`config.mk`:
```
export PLATFORM = sky130hd
export DESIGN_NAME = mmu_dram_arbiter
export DESIGN_NICKNAME = d
export VERILOG_FILES = /design/src/rtl/mmu_dram_arbiter.sv
export SDC_FILE = /design/constraint.sdc
export NUM_CORES = 1
export LEC_CHECK = 0
export CAP_MARGIN = 15
export CORE_UTILIZATION = 37
export CTS_CLUSTER_SIZE = 8
export DETAILED_ROUTE_END_ITERATION = 8
export HOLD_SLACK_MARGIN = 0.02
export PLACE_DENSITY_LB_ADDON = 0.12
export SLEW_MARGIN = 0
export SYNTH_ARGS = -nofsm -noshare
export SYNTH_HDL_FRONTEND = slang
export SYNTH_SLANG_ARGS = --single-unit
```
`constraint.sdc`:
```
create_clock -name CLK -period 1.82 [get_ports CLK]
set_input_delay 0.364 -clock CLK [delete_from_list [all_inputs] [get_ports CLK]]
set_output_delay 0.364 -clock CLK [all_outputs]
set_load 0.02 [all_outputs]
```
`src/rtl/mmu_dram_arbiter.sv`:
```
// mmu_dram_arbiter
//   Shares a single DRAM command port between the MMU page walker and
//   translated CPU accesses. The page walker has fixed priority. Only one
//   command is in flight at a time: IDLE -> ISSUE -> WAIT -> IDLE.
//
// Ports
//   CLK, RST_X       rising-edge clock, asynchronous active-low reset
//   pw_req/we/addr/wdata     page-walker PTE request (held until pw_done)
//   pw_rdata, pw_done        registered PTE read data, one-cycle completion
//   cpu_req/we/addr/wdata/wmask  CPU request (held until cpu_done)
//   cpu_rdata, cpu_done      registered CPU read data, one-cycle completion
//   dram_req/we/addr/wdata/wmask  DRAM command; dram_req strobes in ISSUE
//   dram_busy, dram_rdata, dram_valid  DRAM status and read return
//   busy             FSM is not in IDLE
//   err_timeout      sticky: a WAIT ran TIMEOUT cycles without completing
module mmu_dram_arbiter #(
  parameter int TIMEOUT = 255  // valid range 1..256 (8-bit WAIT counter)
) (
  input  logic        CLK,
  input  logic        RST_X,
  input  logic        pw_req,
  input  logic        pw_we,
  input  logic [31:0] pw_addr,
  input  logic [31:0] pw_wdata,
  output logic [31:0] pw_rdata,
  output logic        pw_done,
  input  logic        cpu_req,
  input  logic        cpu_we,
  input  logic [31:0] cpu_addr,
  input  logic [31:0] cpu_wdata,
  input  logic [3:0]  cpu_wmask,
  output logic [31:0] cpu_rdata,
  output logic        cpu_done,
  output logic        dram_req,
  output logic        dram_we,
  output logic [31:0] dram_addr,
  output logic [31:0] dram_wdata,
  output logic [3:0]  dram_wmask,
  input  logic        dram_busy,
  input  logic [31:0] dram_rdata,
  input  logic        dram_valid,
  output logic        busy,
  output logic        err_timeout
);

  typedef enum logic [1:0] {
    ST_IDLE  = 2'd0,
    ST_ISSUE = 2'd1,
    ST_WAIT  = 2'd2
  } state_t;

  // Counter value in the last permitted WAIT cycle.
  localparam logic [7:0] TIMEOUT_LAST = 8'(TIMEOUT - 1);

  state_t      state_reg, state_next;
  logic        gnt_pw_reg, gnt_pw_next;
  logic        cmd_we_reg, cmd_we_next;
  logic [31:0] cmd_addr_reg, cmd_addr_next;
  logic [31:0] cmd_wdata_reg, cmd_wdata_next;
  logic [3:0]  cmd_wmask_reg, cmd_wmask_next;
  logic [7:0]  cnt_reg, cnt_next;
  logic [31:0] pw_rdata_reg, pw_rdata_next;
  logic [31:0] cpu_rdata_reg, cpu_rdata_next;
  logic        pw_done_reg, pw_done_next;
  logic        cpu_done_reg, cpu_done_next;
  logic        err_reg, err_next;
  logic        wait_done;

  // Writes finish once the controller drops busy; reads finish on data return.
  assign wait_done = cmd_we_reg ? !dram_busy : dram_valid;

  always_ff @(posedge CLK or negedge RST_X) begin
    if (!RST_X) begin
      state_reg     <= ST_IDLE;
      gnt_pw_reg    <= 1'b0;
      cmd_we_reg    <= 1'b0;
      cmd_addr_reg  <= '0;
      cmd_wdata_reg <= '0;
      cmd_wmask_reg <= '0;
      cnt_reg       <= '0;
      pw_rdata_reg  <= '0;
      cpu_rdata_reg <= '0;
      pw_done_reg   <= 1'b0;
      cpu_done_reg  <= 1'b0;
      err_reg       <= 1'b0;
    end else begin
      state_reg     <= state_next;
      gnt_pw_reg    <= gnt_pw_next;
      cmd_we_reg    <= cmd_we_next;
      cmd_addr_reg  <= cmd_addr_next;
      cmd_wdata_reg <= cmd_wdata_next;
      cmd_wmask_reg <= cmd_wmask_next;
      cnt_reg       <= cnt_next;
      pw_rdata_reg  <= pw_rdata_next;
      cpu_rdata_reg <= cpu_rdata_next;
      pw_done_reg   <= pw_done_next;
      cpu_done_reg  <= cpu_done_next;
      err_reg       <= err_next;
    end
  end

  always_comb begin
    state_next     = state_reg;
    gnt_pw_next    = gnt_pw_reg;
    cmd_we_next    = cmd_we_reg;
    cmd_addr_next  = cmd_addr_reg;
    cmd_wdata_next = cmd_wdata_reg;
    cmd_wmask_next = cmd_wmask_reg;
    cnt_next       = cnt_reg;
    pw_rdata_next  = pw_rdata_reg;
    cpu_rdata_next = cpu_rdata_reg;
    pw_done_next   = 1'b0;
    cpu_done_next  = 1'b0;
    err_next       = err_reg;

    case (state_reg)
      ST_IDLE: begin
        // A requester still sees its done this cycle and has not yet dropped
        // req, so granting now would replay the finished access.
        if (!dram_busy && (pw_req || cpu_req) && !pw_done_reg && !cpu_done_reg) begin
          state_next = ST_ISSUE;
          if (pw_req) begin
            gnt_pw_next    = 1'b1;
            cmd_we_next    = pw_we;
            cmd_addr_next  = pw_addr;
            cmd_wdata_next = pw_wdata;
            cmd_wmask_next = 4'b1111;
          end else begin
            gnt_pw_next    = 1'b0;
            cmd_we_next    = cpu_we;
            cmd_addr_next  = cpu_addr;
            cmd_wdata_next = cpu_wdata;
            cmd_wmask_next = cpu_wmask;
          end
        end
      end
      ST_ISSUE: begin
        state_next = ST_WAIT;
        cnt_next   = '0;
      end
      ST_WAIT: begin
        // Completion wins over timeout when both land on the last WAIT cycle.
        if (wait_done) begin
          state_next = ST_IDLE;
          if (gnt_pw_reg) begin
            pw_done_next = 1'b1;
            if (!cmd_we_reg) pw_rdata_next = dram_rdata;
          end else begin
            cpu_done_next = 1'b1;
            if (!cmd_we_reg) cpu_rdata_next = dram_rdata;
          end
        end else if (cnt_reg == TIMEOUT_LAST) begin
          state_next = ST_IDLE;
          err_next   = 1'b1;
        end else begin
          cnt_next = cnt_reg + 8'd1;
        end
      end
      default: state_next = ST_IDLE;
    endcase
  end

  assign dram_req    = (state_reg == ST_ISSUE);
  assign dram_we     = cmd_we_reg;
  assign dram_addr   = cmd_addr_reg;
  assign dram_wdata  = cmd_wdata_reg;
  assign dram_wmask  = cmd_wmask_reg;
  assign busy        = (state_reg != ST_IDLE);
  assign pw_rdata    = pw_rdata_reg;
  assign cpu_rdata   = cpu_rdata_reg;
  assign pw_done     = pw_done_reg;
  assign cpu_done    = cpu_done_reg;
  assign err_timeout = err_reg;

endmodule

```
### Word level (Yosys, flattened, before mapping)

Index checks and enable logic that the tools add are counted.

* register bits: 147
* bits in latches: 0
* RAM bits: 0
* ROM bits: 0
* input bits: 172
* output and inout port bits: 138
* logic and storage cells: 58
* memories kept: 0

* $add $sub $neg: 1
* $mul: 0
* divide/modulo/power cells: 0
* magnitude comparators: 0
* equality and inequality tests: 7
* shift operators: 0
* mux-type cells: 19
* bitwise operators: 3
* reductions and logical operators: 16

Operators with widths (count)
* 32-bit 2-to-1 mux: 2
* 8-bit 2-to-1 mux: 2
* 8-bit case mux with 2 select lines: 1
* 1-bit 2-to-1 mux: 9
* 8-bit by 1-bit adder with 8-bit output, second input constant: 1
* 8-bit equality test, second input constant: 1
* 4-bit AND reduction: 2
* 2-bit 2-to-1 mux: 3
* 2-bit inequality test, second input constant: 3
* 2-bit case mux with 3 select lines: 1
* 3-bit AND reduction: 2
* 4-bit 2-to-1 mux: 1
* 2-bit AND reduction: 2
* 2-bit nonzero test: 2
* 1-bit logical AND: 3
* 1-bit zero test: 3
* 3-bit inequality test, second input constant: 1
* 1-bit NOT: 3
* 2-bit by 1-bit equality test with 1-bit output, second input constant: 1
* 2-bit equality test, second input constant: 1
* 2-bit zero test: 1
* 1-bit logical OR: 1

### Longest topological paths before layout

* depth in word-level cells: 6
* depth in mapped cells: 8
* gate-level depth less buffers: 6

### Worst setup path before layout

Ideal clock, no wire load.

* kind: register to register
* start: register state_reg[0]
* end: register cpu_rdata_reg[10], in the netlist cpu_rdata[10]
* setup time: 0.125 ns
* arrival: 1.610 ns
* required time: 1.695 ns
* slack: 0.085 ns
* stages on the path, launching flop included: 8
* clock period less this slack: 1.735 ns
* cell sequence: dfrtp_1 > inv_1 > ha_1 > buf_2 > and3_1 > clkbuf_1 > buf_2 > mux2_2

* word-level cells in the longest chain between the ends: 2

RTL lines
* start: declaration: line 55 `state_t state_reg, state_next;`
* start signal: assignment: line 87 `state_reg <= state_next;`
* 2-bit equality test: line 116 `case (state_reg)`
* 4-bit AND reduction (no source line)
* end signal: assignment: line 95 `cpu_rdata_reg <= cpu_rdata_next;`
* end: declaration: line 63 `logic [31:0] cpu_rdata_reg, cpu_rdata_next;`

No other way between the ends.
A chain may end at the register's enable or synchronous reset.

### Final worst setup path

* start: register cpu_rdata_reg[23], in the netlist cpu_rdata[23]
* end: output port cpu_rdata[23]

RTL lines
* end: declaration: line 32 `output logic [31:0] cpu_rdata,`

No word-level cell between the ends.

==> flow_summary.json <==
{
  "cp_cell_sequence": "clkdlybuf4s50_1",
  "cts.sinks": 147,
  "path_max_fanout": 2,
  "drive_above_1_share_pct": 15.4,
  "drt_iter0_drc": 199,
  "ir_drop_mv": 0.765,
  "core-area_mm2": 0.0166,
  "cts_inserted_buffers": 17,
  "endpoint_kind": "primary output",
  "yosysWarnings": 0,
  "hpwl_mm": 14.5,
  "setup.worst_path.class": "flop to primary output",
  "regArea_mm2": 0.00368,
  "critical_path_arrival_ns": 1.43,
  "skew_ns": 0.00817,
  "die_area_mm2": 0.0177,
  "multi_input_area_mm2": 0.00250,
  "layout_common_cells": "285 x clkdlybuf4s50_1, 147 x dfrtp_1, 78 x nor2_1",
  "first_global_vias": 5855,
  "n_antenna_cell": 0,
  "fin_nets": 1028,
  "r2r_start": "state_reg[0]$_DFFE_PN0P_",
  "fillers": 1304,
  "vias_per_cell": 4.86,
  "synth_nets": 707,
  "status": "completed",
  "io_buffers": 309,
  "worst_slew_pin_slew_ns": 0.479,
  "grt_max_degree": 48,
  "ant_nets": 0,
  "pin_count": 310,
  "period_share_pct": 98.3,
  "antenna_found_initial": 0,
  "clockBufferDepth": 2,
  "grt_usage_pct": 22.4,
  "ys_seq_area_share_pct": 57.9,
  "vias": 5264,
  "final_common_cell": "clkdlybuf4s50_1",
  "required_ns": 1.46,
  "chipWidth_um": 133,
  "start_kind": "flop",
  "clk_pin_slew_ns": 0.06,
  "critPathMaxStageDelay_ns": 0.66,
  "syn_area_per_cell_um2": 12.0,
  "netlist-cell-type-count": 40,
  "dr.pass1.iters": 4,
  "rrSetupSlack_ns": 0.11,
  "ys_async_sr_fraction_pct": 100,
  "hold_class": "primary input to flop",
  "die_h_um": 133,
  "grt_setup_unrepaired": "false",
  "path_buf_inv": 1,
  "cts_root_buf": "clkbuf_16",
  "hold_start": "pw_req",
  "cpMaxStageDelayCell": "clkdlybuf4s50_1",
  "synth_flop_cell": "dfrtp_1",
  "drv_cap": 0,
  "grt-ovfl-total": 0,
  "synth_edf_count": 0,
  "grt_pass1_wl_mm": 30.3,
  "setup_tns_ns": 0,
  "yosys_register_bits": 147,
  "maxSlewViolCount": 0,
  "fmax_mhz": 559,
  "wire_per_inst_um": 17.5,
  "clk_latency_ns": 0.42,
  "wl_mm": 19.0,
  "setup_viol": 0,
  "place_congestion": 0.852,
  "hold_violations": 0,
  "cts_tree": "built",
  "leakage_nw": 4.70,
  "fin_util_pct": 63.1,
  "rows": 47,
  "syn2layout_area_growth_pct": 65.3,
  "drc": 0,
  "synthesis.instances": 529,
  "htreeDepth": 4,
  "powerDensity_mw_per_mm2": 1600,
  "slew_headroom_pct": 68.0,
  "initial_core_util_pct": 38.2,
  "crit_family": "buffers and inverters",
  "syn-cell-area_mm2": 0.00635,
  "startpoint": "cpu_rdata[23]$_DFFE_PN0P_",
  "min_period_ns": 1.79
}
[synth_stat cells (all sizes together), types with 2 or more instances]
master  number  area (µm²)
nand2b       2        12.5
inv          7        26.3
buf         24         116
clkbuf      11        41.3
o21ai        2        10.0
a31oi        4        25.0
o211a        2        27.5
a21oi       70         350
dfrtp      147        3680
o211ai       2        15.0
mux2        66         751
ha           6        75.1
nand3       10        50.1
o31ai        3        22.5
nor2        78         293
nand2       11        41.3
mux2i       65         651
[routing by layer]
layer,share of wire (%),up-vias,global-route usage [%]
met5,0,-,0
met4,2.7,0,9.00
met3,7.2,31,7.82
met2,53,189,41.1
met1,37,2552,23.2
li1,-,2492,-
[cells by family (layout without fill, tap and decap cells)]
kind of cell	Yosys count	count (layout)	share of synthesized area [%]
mux	131	131	22.1
simple gates	110	110	7.45
buf+inv	42	376	2.90
fa+ha+maj	6	6	1.18
flops	147	147	57.9
compound gates	93	93	8.47
[final cells by class]
type                    instances  area share, %
clock buffers                  19           4.12
clock inverters                13           1.51
inverters                       7          0.250
multi-input cells             340           23.9
flip-flops and latches        147           35.0
well taps                     220           2.62
repair buffers                337           32.6
[worst register-to-register path, stage by stage, from the launching register on]
cell and delay (ns):
dfrtp_1 0.40, inv_1 0.12, ha_2 0.25, and3_1 0.21
buf_12 0.22, mux2_2 0.40
[path summary, 6_finish.rpt]
kind,cells after the start,end
min,3,gnt_pw_reg$_DFFE_PN0P_
max in group asynchronous,3,pw_rdata[8]$_DFFE_PN0P_
min reg2reg,1,cpu_done$_DFF_PN0_
max reg2reg,5,cpu_rdata[28]$_DFFE_PN0P_
min in group asynchronous,2,dram_addr[6]$_DFFE_PN0P_
max,1,cpu_rdata[23]
[metrics by stage]
| step | hold WS, ns | setup slack (ns) | cell area, µm² | instances | power (mW) |
|---|---|---|---|---|---|
| finish | 0.276 | 0.0301 | 10500 | 1083 | 16.7 |
| floorplan | 0.0684 | 0.0851 | 6350 | 529 | 9.20 |
| CTS | 0.255 | 0.000313 | 10500 | 1083 | 17.0 |
| detailed placement | 0.339 | -0.154 | 9860 | 1050 | 13.4 |
| global placement | 0.326 | -0.127 | 9860 | 1050 | 13.2 |
| global route | 0.300 | 0.000996 | 10500 | 1083 | 17.6 |
[timing repair]
action	CTS	global route
endpoints found under the setup margin	5	53
setup buffers	0	0
hold buffers	1	0
resized for setup	8	22
endpoints found under the hold margin	41	0
[where the power goes]
| part | leakage [nW] | switching (mW) | internal [mW] | total, mW |
|---|---|---|---|---|
| Sequential | 1.76 | 0.786 | 4.67 | 5.46 |
| Clock | 0.284 | 1.36 | 2.15 | 3.52 |
| Combinational | 2.66 | 3.92 | 3.85 | 7.77 |
| Total | 4.70 | 6.07 | 10.7 | 16.7 |
(Power assumes the default switching activity.)
